===== src/rtl/pla_timer_compare_pkg.sv =====
// rtl/pla_timer_compare_pkg.sv - state codes, source/ALU select codes and control bundle
package pla_timer_compare_pkg;

    localparam int STATE_W_FIXED = 4;

    typedef enum logic [3:0] {
        ST_IDLE   = 4'b0000,
        ST_LOAD_A = 4'b0001,
        ST_LOAD_B = 4'b0010,
        ST_SUB    = 4'b0011,
        ST_TEST   = 4'b0100,
        ST_MATCH  = 4'b0101,
        ST_MISS   = 4'b0110
    } state_e;

    // Register-file source select codes
    localparam logic [3:0] T_NONE  = 4'b0000;
    localparam logic [3:0] T_TIME  = 4'b0001;
    localparam logic [3:0] T_ALARM = 4'b0010;

    // ALU operation codes
    localparam logic [1:0] S_PASS = 2'b00;
    localparam logic [1:0] S_SUB  = 2'b01;

    // Full set of PLA outputs for one state
    typedef struct packed {
        logic [3:0] gout;
        logic [3:0] t;
        logic [1:0] s;
        logic       kc;
        logic       la;
        logic       lb;
        logic       ea;
        logic       lr;
        logic       er;
        logic       cc;
        logic       m;
    } ctrl_t;

endpackage


===== src/rtl/pla_timer_compare_decode.sv =====
// rtl/pla_timer_compare_decode.sv - combinational PLA decode of state and flags
import pla_timer_compare_pkg::*;

module pla_timer_compare_decode (
    input  logic [3:0] gin,
    input  logic       Ts,
    input  logic       c7,
    input  logic       Az,
    output ctrl_t      ctrl
);

    // Decode current state and flags into next state and control strobes
    always_comb begin
        ctrl      = '0;
        ctrl.gout = ST_IDLE;
        ctrl.t    = T_NONE;
        ctrl.s    = S_PASS;
        case (gin)
            ST_IDLE: begin
                ctrl.cc   = 1'b1;
                ctrl.gout = Ts ? ST_LOAD_A : ST_IDLE;
            end
            ST_LOAD_A: begin
                ctrl.t    = T_TIME;
                ctrl.la   = 1'b1;
                ctrl.gout = ST_LOAD_B;
            end
            ST_LOAD_B: begin
                ctrl.t    = T_ALARM;
                ctrl.lb   = 1'b1;
                ctrl.gout = ST_SUB;
            end
            ST_SUB: begin
                ctrl.ea   = 1'b1;
                ctrl.s    = S_SUB;
                ctrl.lr   = 1'b1;
                ctrl.gout = ST_TEST;
            end
            ST_TEST: begin
                ctrl.er = 1'b1;
                // A digit mismatch wins over the last-digit flag
                if (!Az) begin
                    ctrl.gout = ST_MISS;
                end else if (c7) begin
                    ctrl.gout = ST_MATCH;
                end else begin
                    ctrl.kc   = 1'b1;
                    ctrl.gout = ST_LOAD_A;
                end
            end
            ST_MATCH: begin
                ctrl.m    = 1'b1;
                ctrl.cc   = 1'b1;
                ctrl.gout = ST_IDLE;
            end
            ST_MISS: begin
                ctrl.cc   = 1'b1;
                ctrl.gout = ST_IDLE;
            end
            // Unused codes fall back to IDLE with all strobes quiet
            default: begin
                ctrl.gout = ST_IDLE;
            end
        endcase
    end

endmodule


===== src/rtl/pla_timer_compare.sv =====
// rtl/pla_timer_compare.sv - registered PLA controller for alarm-time digit compare
import pla_timer_compare_pkg::*;

module pla_timer_compare #(
    parameter int STATE_W = 4,
    parameter int SEL_W   = 4
) (
    input  logic               clk,
    input  logic               rst_n,
    input  logic [STATE_W-1:0] gin,
    input  logic               Ts,
    input  logic               c7,
    input  logic               Az,
    output logic [STATE_W-1:0] gout,
    output logic [SEL_W-1:0]   T,
    output logic [1:0]         s,
    output logic               Kc,
    output logic               La,
    output logic               Lb,
    output logic               Ea,
    output logic               Lr,
    output logic               Er,
    output logic               Cc,
    output logic               M
);

    ctrl_t ctrl_d;
    ctrl_t ctrl_q;

    pla_timer_compare_decode u_decode (
        .gin  (4'(gin)),
        .Ts   (Ts),
        .c7   (c7),
        .Az   (Az),
        .ctrl (ctrl_d)
    );

    // Output register: one-cycle latency, reset clears every output
    always_ff @(posedge clk) begin
        if (!rst_n) begin
            ctrl_q <= '0;
        end else begin
            ctrl_q <= ctrl_d;
        end
    end

    assign gout = STATE_W'(ctrl_q.gout);
    assign T    = SEL_W'(ctrl_q.t);
    assign s    = ctrl_q.s;
    assign Kc   = ctrl_q.kc;
    assign La   = ctrl_q.la;
    assign Lb   = ctrl_q.lb;
    assign Ea   = ctrl_q.ea;
    assign Lr   = ctrl_q.lr;
    assign Er   = ctrl_q.er;
    assign Cc   = ctrl_q.cc;
    assign M    = ctrl_q.m;

endmodule


===== config.mk =====
export PLATFORM = sky130hd
export DESIGN_NAME = pla_timer_compare
export DESIGN_NICKNAME = d
export VERILOG_FILES = /design/src/rtl/pla_timer_compare_pkg.sv /design/src/rtl/pla_timer_compare_decode.sv /design/src/rtl/pla_timer_compare.sv
export SDC_FILE = /design/constraint.sdc
export NUM_CORES = 1
export LEC_CHECK = 0
export CORE_AREA = 5 5 42 44
export DETAILED_ROUTE_END_ITERATION = 10
export DIE_AREA = 0 0 47 49
export GPL_TIMING_DRIVEN = 0
export PLACE_DENSITY = 0.72
export REMOVE_ABC_BUFFERS = 1
export SYNTH_ARGS = -nofsm -noshare
export SYNTH_HDL_FRONTEND = slang
export SYNTH_SLANG_ARGS = --single-unit

===== constraint.sdc =====
create_clock -name clk -period 1.05 [get_ports clk]
set_input_delay 0.1575 -clock clk [delete_from_list [all_inputs] [get_ports clk]]
set_output_delay 0.1575 -clock clk [all_outputs]
set_load 0.01 [all_outputs]

Word level (Yosys, flattened, before mapping)
Cells that the tools add are included.
- equal/unequal tests: 6
- mux-type cells: 13
- reduce and logical (&&, ||, !) cells: 3
- operators with widths (operator ; number):
    4-bit case mux with 5 select lines ; 1
    4-bit by 3-bit == test with 1-bit output (second input constant) ; 3
    4-bit by 2-bit == test with 1-bit output (second input constant) ; 2
    1-bit two-way mux ; 8
    3-bit two-way mux ; 2
    4-bit by 1-bit == test with 1-bit output (second input constant) ; 1
    4-bit zero test ; 1
    2-bit case mux with 2 select lines ; 1
    3-bit AND reduction ; 1
    3-bit OR reduction ; 1
    2-bit two-way mux ; 1
- register bits after elaboration: 18
- input port bits: 9
- output and inout bits: 18
- word-level logic and storage cells: 33

Depth between registers and ports, before layout
Gate-level depths: netlist of the first run.
- depth after elaboration: 3
- mapped depth: 3

By module
A second synthesis of the first run with hierarchy kept.
- cell total of the unflattened synthesis: 67
- area total of the unflattened synthesis: 724.4 µm²
- by module, submodules not included (module ; instances ; cells each ; area each (µm²)):
    pla_timer_compare ; 1 ; 37 ; 501.7
    pla_timer_compare_decode ; 1 ; 30 ; 222.7

Worst setup path after synthesis of the first run
Ideal clock, no wire load.
- path type: input port to flip-flop
- start: input gin[3]
- end: register ctrl_q, in the netlist gout[2]
- library setup time: 0.074 ns
- data arrival time: 0.890 ns
- setup slack: 0.085 ns
- stages on the path: 3
- buffers on the path: 0
- cells stage by stage: nand2b_1 -> or4_1 -> o21ai_0
- word-level cells in the longest chain between the ends: 2
- ends and longest elaborated chain (item ; line ; text):
    from (decl) ; pla_timer_compare.sv:10 ; input logic [STATE_W-1:0] gin,
    4-bit by 3-bit == test with 1-bit output (tied with other cells) ; pla_timer_compare_decode.sv:18 ; case (gin)
    4-bit case mux with 5 select lines * ; pla_timer_compare_decode.sv:18 ;
    to (signal assigned) ; pla_timer_compare.sv:43 ; ctrl_q <= ctrl_d;
    to (decl) ; pla_timer_compare.sv:28 ; ctrl_t ctrl_q;
Mark *: on every way between the ends. The rest lies on a longest branch, timed or not.
A chain may end at the register's enable or synchronous reset.

==> impl_metrics.env, run 1 <==
export IMPL_viasPerCell=4.40
export IMPL_final_antenna_net_count=0
export IMPL_critPathBufInv=1
export IMPL_cts_buffer_depth=2
export IMPL_clk_pin_slew_worst_paths_ns=0.06
export IMPL_grt_max_degree=10
export IMPL_end_kind="output pin"
export IMPL_grt_util_all_layers_pct=8.11
export IMPL_hold_viol=0
export IMPL_vias=370
export IMPL_max_vdd_ir_drop_mv=0.694
export IMPL_rows=14
export IMPL_p_total_w=0.000805
export IMPL_cp_top_family="flip-flops"
export IMPL_synth_edf_count=0
export IMPL_initial_core_util_pct=30.4
export IMPL_cp_required_ns=0.89
export IMPL_ys_seq_area_share_pct=51.6
export IMPL_synth_top_area_share_pct=51.6
export IMPL_critPathKind="flop to output pin"
export IMPL_drt_total_wl_um=824
export IMPL_start_kind="flop"
export IMPL_synth_cell_area_um2=427
export IMPL_hold_buffers=0
export IMPL_crit_arrival_ns=0.86
export IMPL_area_growth_syn_to_layout_pct=54.8
export IMPL_die_w_um=47
export IMPL_grt_busiest_layer="met2"
export IMPL_drt_pass1_iter_count=2
export IMPL_drc=0
export IMPL_use_met1_pct=7.95
export IMPL_period_share_pct=97.3
export IMPL_critPathMaxFanout=3
export IMPL_drt_iter0_markers=1
export IMPL_finalMaxSlewViolations=0
export IMPL_netlist_instances=45
export IMPL_power_leakage_nw=0.334
export IMPL_io_pins=27
export IMPL_finalInstanceArea_um2=661
export IMPL_critPathSlowestCell="dfxtp_1"
export IMPL_synth_most_common_cell="dfxtp_1"
export IMPL_status="complete, no violations"
export IMPL_synth_common_cells="dfxtp_1, buf_4, nor3_1"
export IMPL_min_path_cells=3
export IMPL_yosys_register_bits=11
export IMPL_syn_avg_cell_area_um2=9.48
export IMPL_diodes=0
export IMPL_setup_viol=0
export IMPL_post_dp_cell_area_um2=622
export IMPL_synth_distinct_cells=18
export IMPL_fmax_ghz=0.979
export IMPL_grt_pass1_vias=338
export IMPL_portBuffers=22
export IMPL_cts_htree_levels=1
export IMPL_fin_crit_ns=1.02
export IMPL_synth_warnings=0
export IMPL_fin_nets=78
export IMPL_yosys_top_cells_area="dfxtp_1, buf_4, nor3_1"
export IMPL_wl_per_cell_um=9.81
export IMPL_root_buffer="clkbuf_4"
export IMPL_numClockSinks=11
export IMPL_path_cells="dlygate4sd2_1"
export IMPL_routabilityCongestion=0.801
export IMPL_synth_flop_cell="dfxtp_1"
export IMPL_met2_usage_pct=13.1
export IMPL_drv_cap=0
export IMPL_numCtsBuffers=3
export IMPL_place_ws_ns=-0.506
export IMPL_die_h_um=49
export IMPL_grt_pass1_wl_mm=1.33
export IMPL_slowest_delay_ns=0.33
export IMPL_cts_tree="built"
export IMPL_synth_top_area_cell="dfxtp_1"
export IMPL_use_met3_pct=2.21
export IMPL_grt_remaining_overflow=0
export IMPL_worst_path_stages=1
export IMPL_antenna_found_initial=0
export IMPL_drive_gt1_share_pct=10.3
export IMPL_core_um2=1400
export IMPL_fin_ws_ns=0.0286
export IMPL_die_area_um2=2300
export IMPL_power_density_nw_per_um2=1220
export IMPL_hold_path_class="input port to flop"
export IMPL_rsz0062_at_grt="true"
export IMPL_synthArstFlopShare_pct=0
## routing by layer
metal | share of wire [%] | vias to the layer above
li1 | - | 187
met3 | 11 | 2
met1 | 37 | 160
met5 | 0 | -
met2 | 49 | 21
met4 | 2.3 | 0
## cell type report
| type | instances | area, µm² |
|---|---|---|
| Fill cell | 153 | 741 |
| Sequential cell | 11 | 220 |
| Timing Repair Buffer | 24 | 218 |
| Multi-Input combinational cell | 29 | 176 |
| Clock buffer | 4 | 26.3 |
| Tap cell | 16 | 20.0 |
## through the flow
| step | instances | util (%) | hold slack [ns] | TNS [ns] |
|---|---|---|---|---|
| after floorplan | 40 | - | 0.234 | 0 |
| after global placement | 78 | 44.4 | 0.799 | -2.46 |
| after detailed placement | 78 | 44.4 | 0.800 | -2.62 |
| after CTS | 84 | 46.7 | 0.314 | 0 |
| after global routing | 84 | 47.1 | 0.222 | -0.0561 |
| final | 84 | 47.1 | 0.203 | 0 |
## registers in the layout, indices dropped and copies added, names as in the netlist
| register | flops |
|---|---|
| Er | 1 |
| Kc | 1 |
| Lr | 1 |
| T | 2 |
| Lb | 1 |
| M | 1 |
| Cc | 1 |
| gout | 3 |
## what timing repair did
action / 4_1_cts / 5_1_grt
resized for setup: 23 / 4
endpoints found under the setup margin: 17 / 6
buffers inserted: 2 / 0
## kinds of logic (layout without fill, tap and decap cells)
family / after synthesis / in the layout / synth area share (%)
AOI/OAI and AO/OA: 6 / 6 / 9.38
buffers and inverters: 8 / 28 / 13.2
DFF: 11 / 11 / 51.6
other: 1 / 4 / 0.879
and+or+nand+nor: 19 / 19 / 24.9
## cells in the final DEF, fill, tap and decap left out
cell type / count
or2b_1: 1
o311a_1: 1
nand2_1: 2
nand2b_4: 2
clkdlybuf4s50_1: 2
dfxtp_1: 11
o21ai_1: 2
and2_1: 1
clkbuf_1: 1
nor2b_1: 3
dlymetal6s2s_1: 1
nor2_1: 3
clkdlybuf4s15_1: 3
conb_1: 4
dlygate4sd2_1: 16
and2b_1: 1
clkbuf_4: 3
nor3_1: 4
buf_4: 2
o21bai_1: 1
a211oi_1: 1
o21ai_0: 1
or4_1: 2
## worst paths after layout
kind	from	to	slack, ns
min	Az	gout[0]	0.20
max	Lr	s[0]	0.03
## where the power goes
group | internal (W) | switching, W
combinational | 0.0000534 | 0.0000510
clock | 0.000147 | 0.000125
sequential | 0.000427 | 0.00000244
total | 0.000627 | 0.000178
(Power assumes the default switching activity.)
==> inputs of run 2 (changes only) <==
Settings changed: CTS_BUF_LIST from default to sky130_fd_sc_hd__clkbuf_16.
==> run 2 against run 1 <==
Count of clock-buffer cells in the layout fell by 1. Via count decreased by 1.9%. Global-route usage is 0.071 points higher. Worst setup slack better by 0.038 ns. Critical endpoint is now gout[2].
==> impl_metrics.env, run 2 (same netlist as run 1, synthesis figures left out) <==
export IMPL_largest_reg_flops=3
export IMPL_clkPwrFrac_pct=55.6
export IMPL_period_share_pct=93.7
export IMPL_area_growth_syn_to_layout_pct=63.6
export IMPL_routabilityCongestion=0.801
export IMPL_power_switching_w=0.000224
export IMPL_critPathKind="input port to flop"
export IMPL_setup_viol=0
export IMPL_die_area_um2=2300
export IMPL_finalInstanceArea_um2=698
export IMPL_viasPerCell=4.32
export IMPL_io_pins=27
export IMPL_fin_crit_ns=0.984
export IMPL_finalMaxSlewViolations=0
export IMPL_critPathMaxFanout=2
export IMPL_rows=14
export IMPL_hold_buffers=0
export IMPL_cts_htree_levels=1
export IMPL_final_antenna_net_count=0
export IMPL_setup_tns_ns=0
export IMPL_root_buffer="clkbuf_16"
export IMPL_grt_pass1_vias=354
export IMPL_end_kind="flop"
export IMPL_drt_iter0_markers=2
export IMPL_power_density_nw_per_um2=1720
export IMPL_portBuffers=22
export IMPL_grt_remaining_overflow=0
export IMPL_max_vdd_ir_drop_mv=0.978
export IMPL_die_h_um=49
export IMPL_power_leakage_nw=0.361
export IMPL_drt_pass1_iter_count=2
export IMPL_rsz0062_at_grt="false"
export IMPL_mostFrequentLayoutCell="dlygate4sd2_1"
export IMPL_cp_required_ns=1.21
export IMPL_hold_viol=0
export IMPL_fin_nets=78
export IMPL_cts_tree="built"
export IMPL_die_w_um=47
export IMPL_final_cell_mix="dlygate4sd2_1, dfxtp_1, nor3_1, conb_1"
export IMPL_vias=363
export IMPL_drc=0
export IMPL_status="complete, no violations"
export IMPL_combPwrFrac_pct=8.5
export IMPL_grt_max_degree=10
export IMPL_wl_per_cell_um=10.4
export IMPL_core_um2=1400
export IMPL_grt_pass1_wl_mm=1.37
export IMPL_initial_core_util_pct=30.4
export IMPL_drive_gt1_share_pct=13.2
export IMPL_antenna_found_initial=0
export IMPL_drv_cap=0
export IMPL_crit_arrival_ns=1.14
export IMPL_numClockSinks=11
export IMPL_seqPwrFrac_pct=35.9
export IMPL_drt_total_wl_um=871
export IMPL_grt_util_all_layers_pct=8.18
export IMPL_hold_path_class="input port to flop"
export IMPL_start_kind="input port"
export IMPL_diodes=0
export IMPL_p_sw_share_pct=18.6
export IMPL_post_dp_cell_area_um2=622
export IMPL_numCtsBuffers=3
export IMPL_clk_pin_slew_worst_paths_ns=0.04
export IMPL_cts_buffer_depth=2
export IMPL_p_int_w=0.000978
export IMPL_fmax_ghz=1.02
run 2: cell count changes in the layout (fill, tap and decap cells not counted):
cell / previous run / this run
dlygate4sd2_1: 16 / 18
clkbuf_16: 0 / 3
clkdlybuf4s15_1: 3 / 0
clkbuf_4: 3 / 0
dlymetal6s2s_1: 1 / 0
inv_1: 0 / 1
clkbuf_1: 1 / 0
clkbuf_2: 0 / 2
run 2: power by group through the flow:
stage	clock (W)	sequential (W)	combinational, W
after global routing	0.000709	0.000432	0.000112
after CTS	0.000677	0.000432	0.000103
after global placement	0	0.000439	0.000105
after floorplan	0	0.000446	0.0000338
after detailed placement	0	0.000439	0.000107
final	0.000668	0.000432	0.000103
run 2: repair_timing:
action,in CTS,in global routing
setup buffers,2,0
cloned,0,0
setup endpoints to repair,18,2
gates resized for setup,24,4
run 2: area by class of cell:
type | count | area (µm²)
Clock buffer | 3 | 75.1
Clock inverter | 1 | 3.75
Fill cell | 148 | 703
Multi-Input combinational cell | 29 | 176
Sequential cell | 11 | 220
Tap cell | 16 | 20.0
Timing Repair Buffer | 24 | 203
run 2: per-stage QoR:
stage	hold WS [ns]	cells	utilization (%)	total power, W	setup slack [ns]
detailed placement	0.800	78	44.4	0.000546	-0.506
finish	0.181	84	49.8	0.00120	0.0664
global route	0.206	84	49.8	0.00125	0.0316
global placement	0.799	78	44.4	0.000544	-0.470
CTS	0.347	84	50.4	0.00121	0.00656
floorplan	0.234	40	-	0.000479	0.0855
run 2: layer usage:
layer | GRT usage [%] | part of all wire, % | vias to the layer above | routed length (µm)
met3 | 0 | 10 | 0 | 87
met2 | 14.3 | 51 | 17 | 443
li1 | - | - | 185 | -
met4 | 8.29 | 0 | 0 | 0
met5 | 0 | 0 | - | 0
met1 | 7.73 | 39 | 161 | 340
run 2: path summary, 6_finish.rpt:
check,start,cells after the start,slack [ns],endpoint
worst min-delay path,gin[1],2,0.18,T[0]
worst max-delay path,c7,4,0.07,gout[2]
run 2: worst max-delay path: stages:
cell and delay [ns]:
clkdlybuf4s50_1 0.45, nor2b_1 0.04, or4_1 0.39, o21ai_1 0.10
==> RTL change 1, RTL diff (config.mk and constraints of run 1) <==
Register the inputs `gin`, `Ts`, `c7` and `Az` before use, without a reset. The logic sees them one clock later.
--- a/src/rtl/pla_timer_compare.sv
+++ b/src/rtl/pla_timer_compare.sv
@@ -24,14 +24,26 @@
     output logic               M
 );
 
+    logic [STATE_W-1:0] gin_q;
+    logic Ts_q;
+    logic c7_q;
+    logic Az_q;
+
+    always_ff @(posedge clk) begin
+        gin_q <= gin;
+        Ts_q  <= Ts;
+        c7_q  <= c7;
+        Az_q  <= Az;
+    end
+
     ctrl_t ctrl_d;
     ctrl_t ctrl_q;
 
     pla_timer_compare_decode u_decode (
-        .gin  (4'(gin)),
-        .Ts   (Ts),
-        .c7   (c7),
-        .Az   (Az),
+        .gin  (4'(gin_q)),
+        .Ts   (Ts_q),
+        .c7   (c7_q),
+        .Az   (Az_q),
         .ctrl (ctrl_d)
     );
 
Function: changed (a bounded check fails within 4 cycles, from zero or initial values and one cycle with rst_n low).
==> RTL change 1 against run 1 <==
- the run now ends with setup timing left
- sequential cell count rose by 7
- design area up 22%
- wire length grew 15%
- sequential power up 68%
- clock power up 52%
- worst setup slack worse by 0.084 ns
- critical path depth up 2
- power rose by 54%
- synthesized area increased by 35%
==> RTL change 1: results (changes against run 1) <==
STA
  • Final setup viols: 2 (+2)
  • Fin worst setup slack: -0.05528 ns (-0.08392 ns)
  • Setup TNS: -0.07049 ns (-0.07049 ns)

Finish
  • Max FFs per register: 4 (+1)
  • Final Net Count: 85 (+9.0%)
  • Fill count: 139 (-9.2%)
  • Share of layout cells above drive strength 1: 0.3067 (+0.2037)

Placement
  • Final weighted congestion in routability-driven placement: 0.7490 (-6.5%)
  • Area after DPL: 769.5 sq um (+24%)
  • Dpl cells: 85 (+9.0%)

GRT
  • Vias in the first global route: 362 (+7.1%)
  • Largest net degree at the start of global routing: 11 (+1)
  • Gr usage total: 0.09652 (+0.01542)
  • Global-route wire length before repair: 1.462 mm (+9.8%)

Synthesis
  • Part of the Yosys area used for sequential elements: 0.6261 (+0.1100)
  • Main area contributors after synthesis: dfxtp_1, buf_4, nor3_1
  • Post-Syn Instances: 52 (+16%)
  • Synth top cells by count: dfxtp_1, buf_4, nor2_1, nor3_1

Routing
  • Avg Vias per Cell: 4.615 (+4.8%)
  • DR pass1 iterations: 2 (unchanged)
  • WL/cell: 10.44 microns (+6.4%)
  • Initial DRC count: 2 (+1)

Critical path
  • Slowest CP cell: or4_4
  • Worst path top cell family by delay: simple AND/OR/NAND/NOR gates
  • Worst Path Arrival: 1.34 ns (+0.48 ns)
  • Delay of the slowest critical-path stage: 0.50 ns (+0.17 ns)
  • Crit path from: gin_q[1]$_DFF_P_

Status
  • Failing checks: setup timing
  • Status: finished with violations

CTS
  • CTS resizes: 27 (+17%)
  • CTS clk-pin slew, worst paths: 0.09 ns (+0.03 ns)

Pwr
  • VDD IR-drop max: 0.8183 mV (+18%)
  • Leakage: 0.3610 nW (+8.1%)

Hold path
  • Start point of the worst hold path: gin[1]
==> RTL change 1: cell types whose count changed after synthesis, sizes merged, moves of 2 or more <==
cell	delta
dfxtp	+7
nand2	-2
nor2	+2
nor2b	-2
==> RTL change 1: metal layers <==
metal | global-route usage | up-vias | routed length (microns)
met5 | 0 | - | 0
met4 | 0.09677 | 0 | 54
met3 | 0.05535 | 5 | 141
met2 | 0.1425 | 23 | 439
met1 | 0.08333 | 184 | 315
li1 | - | 208 | -
==> RTL change 1: power by group through the flow <==
stage,Clock (mW),Sequential [mW],Combinational [mW]
floorplan,0,0.742,0.0375
global placement,0,0.738,0.0990
detailed placement,0,0.739,0.101
CTS,0.425,0.721,0.104
global route,0.457,0.725,0.114
finish,0.411,0.722,0.105
==> RTL change 1: kinds of logic (layout without fill, tap and decap cells) <==
kind of cell,count (synthesis),count (layout),synth area share
other cells,1,4,0.006515
buf+inv,9,29,0.1065
simple gates,19,19,0.1957
compound gates,5,5,0.06522
flops,18,18,0.6261
==> RTL change 1: final cells by class <==
class / instances / area [sq um] / share of cell area
clock buffers: 4 / 36.28 / 0.04489
repair buffers: 24 / 198.9 / 0.2461
inverters: 1 / 3.754 / 0.004644
multi-input cells: 28 / 180.2 / 0.2229
well taps: 16 / 20.02 / 0.02477
flip-flops and latches: 18 / 369.1 / 0.4567
==> RTL change 1: worst paths after layout <==
path                        endpoint  slack [ns]  cells past startpoint
setup reg to reg  gout[2]$_SDFF_PN0_       -0.06                      3
hold reg to reg      T[0]$_SDFF_PN0_        0.50                      1
hold / removal      gin_q[1]$_DFF_P_        0.29                      1
setup / recovery  gout[2]$_SDFF_PN0_       -0.06                      3
==> RTL change 2, RTL diff (settings of run 1) <==
Without the edit above. Set the parameter `SEL_W` to 3 (it was 4).
--- a/src/rtl/pla_timer_compare.sv
+++ b/src/rtl/pla_timer_compare.sv
@@ -3,7 +3,7 @@
 
 module pla_timer_compare #(
     parameter int STATE_W = 4,
-    parameter int SEL_W   = 4
+    parameter int SEL_W   = 3
 ) (
     input  logic               clk,
     input  logic               rst_n,
Interface: changed (resized T); port bits go from 27 to 26. No check against the original RTL was run, so the function may have changed too.
==> RTL change 2 against run 1 <==
- synthesized area up 0.29%
- worst setup slack improved by 0.023 ns
- die area stayed put
- fmax is 2.3% higher
- sequential power barely moved
- critical path depth did not move
- sequential share of layout area rose by 2.2 points
- sequential cell count unchanged
- design area is 6.1% lower
- wire length rose by 1.3%
- power rose by 0.10%
- via count fell by 5.4%
- highest routed layer is now met3
==> RTL change 2: results (changes against run 1) <==
Status
  • Status: finished clean

Routing
  • Initial DRC count: 10 (+9)
  • DR vias: 350 (-5.4%)
  • Avg Vias per Cell: 4.321 (-1.9%)
  • Drt total wl: 835 microns (+1.3%)
  • DR pass1 iterations: 4 (+2)

Finish
  • Final Net Count: 75 (-3.8%)
  • Fill count: 155 (+1.3%)
  • Max FFs per register: 3 (unchanged)
  • Share of layout cells above drive strength 1: 0.1692 (+0.06629)

Pwr
  • VDD IR-drop max: 0.8775 mV (+26%)
  • Leakage: 0.3201 nW (-4.1%)

CTS
  • Setup repair bufs after CTS: 0 (-2)
  • H-tree Lvls: 1 (unchanged)
  • CTS clk-pin slew, worst paths: 0.07 ns
  • CTS Root Cell: clkbuf_4
  • Longest Clk Path Bufs: 2 (unchanged)

GRT
  • Global-route wire length before repair: 1.366 mm (+2.6%)
  • Vias in the first global route: 325 (-3.8%)
  • Initial antenna violation count: 0 (unchanged)
  • Gr usage total: 0.08280 (+0.001702)

Critical path
  • Delay of the slowest critical-path stage: 0.31 ns (-0.02 ns)
  • Worst Path Arrival: 0.84 ns (-0.02 ns)
  • CP Max Fanout: 1 (-2)
  • Worst path top cell family by delay: flip-flops

Placement
  • Dpl cells: 77 (-1.3%)
  • PortBufs: 22 (unchanged)
  • Final weighted congestion in routability-driven placement: 0.7907 (-1.3%)
  • Worst slack at placement: -0.3980 ns (+0.1084 ns)

Hold path
  • Hold Crit Depth: 2 (-1)
  • Worst Hold End: T[0]$_SDFF_PN0_
  • Start point of the worst hold path: gin[1]

STA
  • Fin worst setup slack: 0.05114 ns (+0.02250 ns)

Synthesis
  • Async set or reset register ratio after synthesis: 0 (unchanged)
  • Synth top cells by count: dfxtp_1, buf_4, nor2_1, nor3_1
  • Yosys warnings: 0 (unchanged)
  • Synth unique cells: 18 (unchanged)
  • Part of the Yosys area used for sequential elements: 0.5146 (-0.001509)
  • Main area contributors after synthesis: dfxtp_1, buf_4, nor3_1
  • Mean Syn Cell Area: 9.725 sq um (+2.6%)
-- RTL change 2: worst max-delay path by stage --
stage                                  start                  to  cells after the start
after floorplan                       gin[3]  gout[2]$_SDFF_PN0_                      3
after global placement                gin[1]  gout[2]$_SDFF_PN0_                      4
after detailed placement              gin[2]  gout[2]$_SDFF_PN0_                      4
after CTS                    s[0]$_SDFF_PN0_                  Lr                      1
after global routing      gout[1]$_SDFF_PN0_             gout[1]                      1
final                     gout[1]$_SDFF_PN0_             gout[1]                      1
-- RTL change 2: through the flow --
stage / setup TNS, ns / instance area, sq um / hold WS (ns)
floorplan: 0 / 385.4 / 0.2343
global route: 0 / 620.6 / 0.3238
finish: 0 / 620.6 / 0.3051
CTS: 0 / 639.4 / 0.2931
detailed placement: -2.030 / 625.6 / 0.8519
global placement: -1.968 / 625.6 / 0.8501
-- RTL change 2: timing repair --
action	4_1_cts	5_1_grt
pin swaps	0	0
endpoints found under the setup margin	16	7
endpoints found under the hold margin	0	0
resized for setup	23	9
-- RTL change 2: cell type report --
cell class                 instances  share of cell area
inverter                           1            0.006048
tap                               16             0.03226
sequential                        11              0.3548
timing repair buffer              22              0.2923
clock buffer                       4             0.04234
multi-input combinational         27              0.2722
-- RTL change 2: cell families after synthesis --
group | after synthesis | synth area share
AO/OA/AOI/OAI | 5 | 0.08773
buffers and inverters | 8 | 0.1257
flip-flops | 11 | 0.5146
other | 1 | 0.008764
AND/OR/NAND/NOR | 19 | 0.2632
-- RTL change 2: routing by layer --
| metal | track usage | part of all wire |
|---|---|---|
| met1 | 0.09598 | 0.39 |
| met2 | 0.1199 | 0.47 |
| met3 | 0.06642 | 0.14 |
| met4 | 0.01382 | 0 |
| met5 | 0 | 0 |
-- RTL change 2: power by group --
part	switching [mW]	internal [mW]	total, mW
clock	0.131	0.147	0.278
combinational	0.0496	0.0495	0.0991
sequential	0.00239	0.427	0.429
total	0.183	0.623	0.806
